`src/rtl/queue_to_umi_rx.sv`:
```
// queue_to_umi_rx: reassembles switchboard flits into UMI transactions through a double buffer
module queue_to_umi_rx #(
    parameter int DW = 256,
    parameter int AW = 64,
    parameter int CW = 32,
    parameter int FW = 128
) (
    input  logic          clk,
    input  logic          rst,
    input  logic [FW-1:0] in_data,
    input  logic          in_last,
    input  logic          in_valid,
    output logic          in_ready,
    output logic [DW-1:0] data,
    output logic [AW-1:0] srcaddr,
    output logic [AW-1:0] dstaddr,
    output logic [CW-1:0] cmd,
    output logic          valid,
    input  logic          ready,
    output logic [7:0]    err_count
);
    localparam int TW = DW + 2 * AW + CW;
    localparam int NFLIT = (TW + FW - 1) / FW;
    localparam int IW = $clog2(NFLIT);
    localparam logic [1:0] COLLECT = 2'd0;
    localparam logic [1:0] DISCARD = 2'd1;
    localparam logic [1:0] HOLD    = 2'd2;

    logic [1:0]    state;
    logic [IW-1:0] idx;
    logic [TW-1:0] asm_q;
    logic [TW-1:0] out_q;
    logic          accept;
    logic          at_end;
    logic          xfer;

    assign in_ready = state != HOLD;
    assign accept   = in_valid && in_ready;
    assign at_end   = idx == IW'(NFLIT - 1);
    assign xfer     = state == HOLD && (!valid || ready);

    assign cmd     = out_q[CW-1:0];
    assign dstaddr = out_q[CW +: AW];
    assign srcaddr = out_q[CW + AW +: AW];
    assign data    = out_q[CW + 2 * AW +: DW];

    // Framing FSM: short packets (last before the final flit) and long packets (no last on it) are errors
    always_ff @(posedge clk) begin
        if (rst) begin
            state     <= COLLECT;
            idx       <= '0;
            valid     <= 1'b0;
            err_count <= 8'd0;
        end else begin
            if (state == COLLECT && accept) begin
                idx <= (at_end || in_last) ? '0 : idx + 1'b1;
                if (at_end) state <= in_last ? HOLD : DISCARD;
                if (at_end != in_last) err_count <= err_count + {7'd0, err_count != 8'hFF};
            end
            if (state == DISCARD && accept && in_last) state <= COLLECT;
            if (xfer) state <= COLLECT;
            valid <= xfer || (valid && !ready);
        end
    end

    // Assembly register: flit k lands at bits [k*FW +: FW]; bits of the final flit beyond TW are dropped
    always_ff @(posedge clk) begin
        if (state == COLLECT && accept)
            for (int b = 0; b < TW; b++)
                if (idx == IW'(b / FW)) asm_q[b] <= in_data[b % FW];
    end

    // Output register: loaded only on transfer, so fields stay frozen while the sink stalls
    always_ff @(posedge clk) begin
        if (xfer) out_q <= asm_q;
    end
endmodule

```
`config.mk`:
```
export PLATFORM = sky130hd
export DESIGN_NAME = queue_to_umi_rx
export DESIGN_NICKNAME = d
export VERILOG_FILES = /design/src/rtl/queue_to_umi_rx.sv
export SDC_FILE = /design/constraint.sdc
export NUM_CORES = 1
export LEC_CHECK = 0
export CAP_MARGIN = 0
export CORE_ASPECT_RATIO = 1.5
export CORE_MARGIN = 5
export CORE_UTILIZATION = 50
export DETAILED_ROUTE_END_ITERATION = 10
export PLACE_DENSITY = 0.77
export SYNTH_ARGS = -nofsm -noshare
export SYNTH_HDL_FRONTEND = slang
export SYNTH_SLANG_ARGS = --single-unit
```
`constraint.sdc`:
```
create_clock -name clk -period 37.4 [get_ports clk]
set_input_delay 9.35 -clock clk [delete_from_list [all_inputs] [get_ports clk]]
set_output_delay 9.35 -clock clk [all_outputs]
set_load 0.05 [all_outputs]
```
* After elaboration in Yosys (flattened, before gate mapping)
Index checks and enable logic that the tools add are counted.
Word-level totals: flip-flop bits (word level) 845, input port bits 133, output and inout bits 426, logic and storage cells 40
Operators by class: add/sub/neg operators 2, eq/ne operators 8, muxes and demuxes 2, reduce and logical (&&, ||, !) cells 19
Operators by type and width (number):
- $reduce_and A2 Y1 | 5
- $add A8 B1 Y8 | 1
- $ne A8 B8 Y1 const B | 1
- $eq A2 B2 Y1 const B | 3
- $logic_and A1 B1 Y1 | 6
- $eq A2 B1 Y1 const B | 2
- $logic_not A2 Y1 | 2
- $mux W2 | 2
- $logic_or A1 B1 Y1 | 3
- $reduce_or A3 Y1 | 1
- $add A2 B1 Y2 const B | 1
- $logic_not A1 Y1 | 2
- $ne A2 B2 Y1 const B | 1
- $ne A1 B1 Y1 | 1

* Longest topological paths before layout
Gate-level depths: netlist (run 1).
depth after elaboration 5, gate-level depth with buffers 8, depth with buffers taken out 8

* Least setup slack after synthesis (run 1)
OpenSTA, ideal clock, no wires.
path type input to register, start in ready, end reg out_q[0] (enable), setup time 1.252 ns, arrival 27.705 ns, data required time 36.148 ns, path slack 8.443 ns, stages on the path 2, path buffers 0, cells stage by stage nand2b_1 -> nor2b_1
Between the ends: longest elaborated chain between the ends 2
RTL lines:
- from (decl) | line 19 | input logic ready,
- $logic_or A1 B1 Y1 | line 40 | assign xfer = state == HOLD && (!valid || ready);
- $logic_and A1 B1 Y1 | line 40
- via xfer | line 35 | logic xfer;
- to (signal assigned) | line 75 | if (xfer) out_q <= asm_q;
- to (decl) | line 32 | logic [TW-1:0] out_q;
The timed path passes the listed nets, and every way through them passes these cells. A chain may end at the register's enable or synchronous reset.

* Final worst setup path (run 1)
start in ready, end reg out_q[51] (enable)
Same word-level chain as after synthesis.

==> results of run 1 <==
-- Yosys cell counts, drive strengths merged --
cell type	n
nor2b	2
nand2b	4
nand3	7
a31oi	2
inv	6
ha	7
nand4	1
edfxtp	832
and2	4
nand2	5
o31ai	3
mux2	1
nor3b	1
nor4	3
or3	2
nand4bb	1
nor2	2
clkbuf	1
o21ai	2
or4	3
a21oi	10
dfxtp	13
buf	2
nor3	1
-- report_power, final --
part	internal (mW)	switching [mW]
Sequential	1.05	0.00363
Clock	0.444	0.320
Combinational	0.0139	0.0180
-- flip-flops by register name, indices dropped and copies added (netlist names) --
name,flops
err_count,8
asm_q,416
idx,2
valid,1
state,2
out_q,416
-- logic make-up after synthesis --
logic type	share of synthesized area (%)
AOI/OAI and AO/OA	0.370
adders and majority gates	0.341
buffers and inverters	0.151
DFF	98.2
muxes	0.0438
and+or+nand+nor	0.896
-- worst max path at each step --
stage | start | to | slack, ns | cells after the start
2_1_floorplan | ready | out_q[0] | 8.44 | 2
3_3_place_gp | ready | out_q[146] | 24.12 | 6
3_5_place_dp | ready | out_q[146] | 24.03 | 6
4_1_cts | ready | out_q[18] | 24.63 | 6
5_1_grt | ready | out_q[133] | 24.36 | 6
6_report | ready | out_q[51] | 24.62 | 6
-- area by class of cell --
type                    instances  area (sq um)  area share, %
multi-input cells              61           440           1.27
repair buffers                565          5650           16.3
clock inverters                47           597           1.72
flip-flops and latches        845         25200           72.8
well taps                     669           837           2.41
diodes                          4          10.0         0.0289
clock buffers                  85          1890           5.46
inverters                       6          22.5         0.0649
-- through the flow --
step | worst slack [ns] | util [%]
3_3_place_gp | 24.12 | 63.4
3_5_place_dp | 24.03 | 63.4
2_1_floorplan | 8.44 | -
5_1_grt | 24.36 | 68.3
6_report | 24.62 | 68.3
4_1_cts | 24.63 | 68.3
-- routing by layer --
metal	routed length, um	vias up	track usage [%]	share of wire [%]
met1	17300	5521	20.1	33
met3	3920	100	5.12	7.5
met5	0	-	0	0
li1	-	4989	-	-
met2	29200	497	33.5	55
met4	2190	0	8.14	4.2
==> flow_summary.yaml, run 1 <==
placement:
  io_buffers: 558
  dp_hpwl_um: 34800
  placed_cells: 2146
  gp_congestion: 0.788
  placed_area_sq_um: 32200
layout:
  final-instance-count-excl-fill: 2282
  final_area_sq_um: 34700
  mostFrequentLayoutCell: "edfxtp_1"
  layout_common_cells: "edfxtp_1 (832), clkdlybuf4s50_1 (558), clkbuf_16 (74)"
  drive_above_1_share_pct: 7.89
  fillers: 3052
  syn_to_final_growth_pct: 35.0
  nNetsFinal: 1690
setup_path:
  ff2ff_path_depth: 5
  worstSetupEndpointType: "flop"
  crit_type: "input pin to flop"
  crit_chain: "clkdlybuf4s50_1, nand2b_1, nor2b_4, buf_4, buf_4, buf_4"
  timing.rr.end: "out_q[51]"
  cpPeakStageDelay_ns: 0.94
  crit_slowest_cell: "buf_4"
  required_ns: 37.58
  cp_max_fo: 91
  cp_num_buf_inv: 4
  startpoint_type: "input pin"
  cpMostUsedCell: "buf_4"
  crit_family: "buffers and inverters"
  arrival_ns: 12.97
  rr_startpoint: "state[0]"
  rrSetupSlack_ns: 33.41
timing:
  maxSlewViolCount: 0
  fmax_mhz: 78.2
  holdWs_ns: 0.404
  timing.final.crit_share_pct: 34.2
  min_period_ns: 12.78
  finalSetupViolations: 0
  worst_slew_pin_slew_ns: 1.17
  skew_ns: 0.0292
  hold_viol: 0
  max_slew_margin_pct: 21.7
  rsz0062_at_grt: "false"
  tns_ns: 0
min_path:
  hold_path_class: "flop to flop"
  hold_start: "asm_q[344]"
  holdPathStages: 0
  whs_endpoint: "out_q[344]"
floorplanning:
  start_util_pct: 50.6
  core_sq_um: 50800
  rows: 101
  die_w_um: 195
  dieArea_sq_um: 56100
  io_pins: 559
  die_height_um: 288
logic_synthesis:
  synth_seq_cells: 845
  yosysTopAreaCellShare_pct: 97.2
  yosysSeqAreaShare_pct: 98.2
  yosysWarnings: 0
  synth_fp_nets: 1055
  synth_area_leader_cell: "edfxtp_1"
  synth.area.top_cells: "edfxtp_1 (97%), dfxtp_1 (1.0%), ha_1 (0.34%), a21oi_1 (0.19%), nand3_1 (0.14%)"
  avgSynthCellArea_sq_um: 28.1
  synthesis.area_sq_um: 25700
  synthDistinctLibCells: 26
  synthesis.instances: 915
routing:
  via_per_inst: 4.87
  num_vias: 11100
  drcViolationCount: 0
  drt_iter0_drc: 761
  wirelength_um: 52600
  ant_nets: 0
  wl_per_cell_um: 23.0
  first_pass_iters: 5
clock_network:
  htreeDepth: 3
  cts_tree: "yes"
  path_clk_slew_ns: 0.06
  clock-sinks: 845
  cts_buffers: 71
  clk_latency_ns: 0.59
  clk_root_buffer_cell: "clkbuf_16"
  cts_hold_buf: 0
  cts_max_path_buffers: 3
  cts_resized: 0
  post-cts-setup-buffers: 0
power:
  p_leak_nw: 11.2
  powerDensity_nw_per_um2: 53.4
  p_total_mw: 1.85
  vdd_drop_max_v: 0.0000597
global_routing:
  antenna_found_initial: 3
  gr-total-overflow: 0
  grt_usage_pct: 18.4
  grt_max_degree: 191
  grt_pass1_wl_um: 75800
  first_global_vias: 11600
outcome:
  status: "complete, no violations"
run:
  drv_cap: 0
(Power assumes the default switching activity.)
==> inputs of run 2 (changes only) <==
--- a/config.mk
+++ b/config.mk
@@ -8,9 +8,9 @@
 export CAP_MARGIN = 0
 export CORE_ASPECT_RATIO = 1.5
 export CORE_MARGIN = 5
-export CORE_UTILIZATION = 50
+export CORE_UTILIZATION = 45
 export DETAILED_ROUTE_END_ITERATION = 10
-export PLACE_DENSITY = 0.77
+export PLACE_DENSITY = 0.73
 export SYNTH_ARGS = -nofsm -noshare
 export SYNTH_HDL_FRONTEND = slang
 export SYNTH_SLANG_ARGS = --single-unit
==> constraint.sdc (replaced) <==
create_clock -name clk -period 10.5 [get_ports clk]
set_input_delay 2.625 -clock clk [delete_from_list [all_inputs] [get_ports clk]]
set_output_delay 2.625 -clock clk [all_outputs]
set_load 0.05 [all_outputs]
==> run 2 against run 1 <==
Effect of this change: critical endpoint is now asm_q[352]; clock-buffer cell count rose by 1; design area grew 0.18%; die area rose by 11%; sequential cell count stayed put; non-clock buffer count increased by 2; first-iteration DRC count decreased by 6.6%; hold slack worse by 0.013 ns; clock power rose to 3.5 times the previous value; total power grew to 3.5 times the previous value; highest routed layer unchanged.
==> flow_summary.yaml, run 2 (synthesis gave the netlist of run 1 again) <==
layout:
  mostFrequentLayoutCell: "edfxtp_1"
  layout_common_cells: "edfxtp_1 (832), clkdlybuf4s50_1 (558), clkbuf_16 (74)"
  fin_util_pct: 61.2
  top_regs: "asm_q (416), out_q (416), err_count (8)"
  syn_to_final_growth_pct: 35.2
  fillers: 3953
  final-instance-count-excl-fill: 2379
  drive_above_1_share_pct: 8.01
  multiInputGateArea_sq_um: 440
  seq_area_sq_um: 25200
  nNetsFinal: 1694
clock_network:
  cts_resized: 0
  cts_max_path_buffers: 3
  post-cts-setup-buffers: 0
  path_clk_slew_ns: 0.07
  cts_tree: "yes"
  htreeDepth: 3
  cts_buffers: 73
  cts_hold_buf: 0
  clock-sinks: 845
  clk_latency_ns: 0.59
  clk_root_buffer_cell: "clkbuf_16"
global_routing:
  first_global_vias: 11700
  gr-total-overflow: 0
  grt_pass1_wl_um: 76300
  grt_usage_pct: 16.8
  antenna_found_initial: 6
  grt_max_degree: 191
routing:
  wirelength_um: 53200
  wl_per_cell_um: 22.4
  via_per_inst: 4.68
  drt_iter0_drc: 711
  num_vias: 11100
  first_pass_iters: 5
  ant_nets: 0
  drcViolationCount: 0
placement:
  gp_congestion: 0.798
  placed_cells: 2242
  dp_hpwl_um: 35500
  io_buffers: 558
outcome:
  status: "complete, no violations"
floorplanning:
  core_sq_um: 56800
  die_height_um: 303
  dieArea_sq_um: 62100
  die_w_um: 205
  start_util_pct: 45.3
  rows: 107
  io_pins: 559
run:
  drv_cap: 0
setup_path:
  startpoint_type: "input pin"
  crit_type: "input pin to flop"
  cp_max_fo: 67
  arrival_ns: 5.34
  worstSetupEndpointType: "flop"
  required_ns: 10.69
timing:
  timing.final.crit_share_pct: 49.0
  skew_ns: 0.0288
  rsz0062_at_grt: "false"
  hold_viol: 0
  tns_ns: 0
  fmax_mhz: 194
  finalSetupViolations: 0
  worst_slew_pin_slew_ns: 1.18
  max_slew_margin_pct: 21.5
  maxSlewViolCount: 0
  min_period_ns: 5.15
min_path:
  hold_path_class: "flop to flop"
power:
  p_leak_nw: 11.2
  vdd_drop_max_v: 0.000141
  powerDensity_nw_per_um2: 188
==> run 2: where the power goes <==
group	total, mW	leakage [nW]	switching (mW)	internal, mW
Combinational	0.115	2.37	0.0646	0.0501
Clock	2.65	1.18	1.15	1.50
Sequential	3.76	7.68	0.0126	3.75
==> run 2: final cells by class <==
cell class	count	area share, %
sequential	845	72.6
timing repair buffer	567	16.3
clock buffer	86	5.51
tap	763	2.75
clock inverter	46	1.40
multi-input combinational	61	1.27
inverter	6	0.0648
antenna	5	0.0360
==> run 2: layer usage <==
metal	vias up	GRT usage [%]	routed length, um
li1	5016	-	-
met1	5532	19.4	18500
met2	478	29.4	28400
met3	101	4.95	4290
met4	0	7.07	1990
met5	-	0	0
==> run 2: path summary, 6_finish.rpt <==
| check | start | to | slack [ns] | depth (start not counted) |
|---|---|---|---|---|
| worst max-delay path | in_valid | asm_q[352] | 5.35 | 5 |
| worst min-delay path | asm_q[128] | out_q[128] | 0.39 | 0 |
| worst max register to register | state[1] | asm_q[352] | 7.60 | 4 |
| worst min register to register | asm_q[128] | out_q[128] | 0.39 | 0 |
==> run 2: critical path: stages <==
cell and delay (ns):
clkdlybuf4s50_1 0.55, nor3b_1 0.21, buf_4 0.21, and2_4 0.73, buf_4 0.93
==> run 2: per-stage QoR <==
step                hold slack [ns]  instance area [sq um]  power (mW)  setup slack [ns]
CTS                           0.395                  34700        6.60              5.22
global route                  0.407                  34800        6.76              5.20
finish                        0.391                  34800        6.53              5.35
global placement              0.400                  32300        3.94              4.57
detailed placement            0.405                  32300        3.95              4.59
floorplan                     0.400                  25700        3.86              1.04
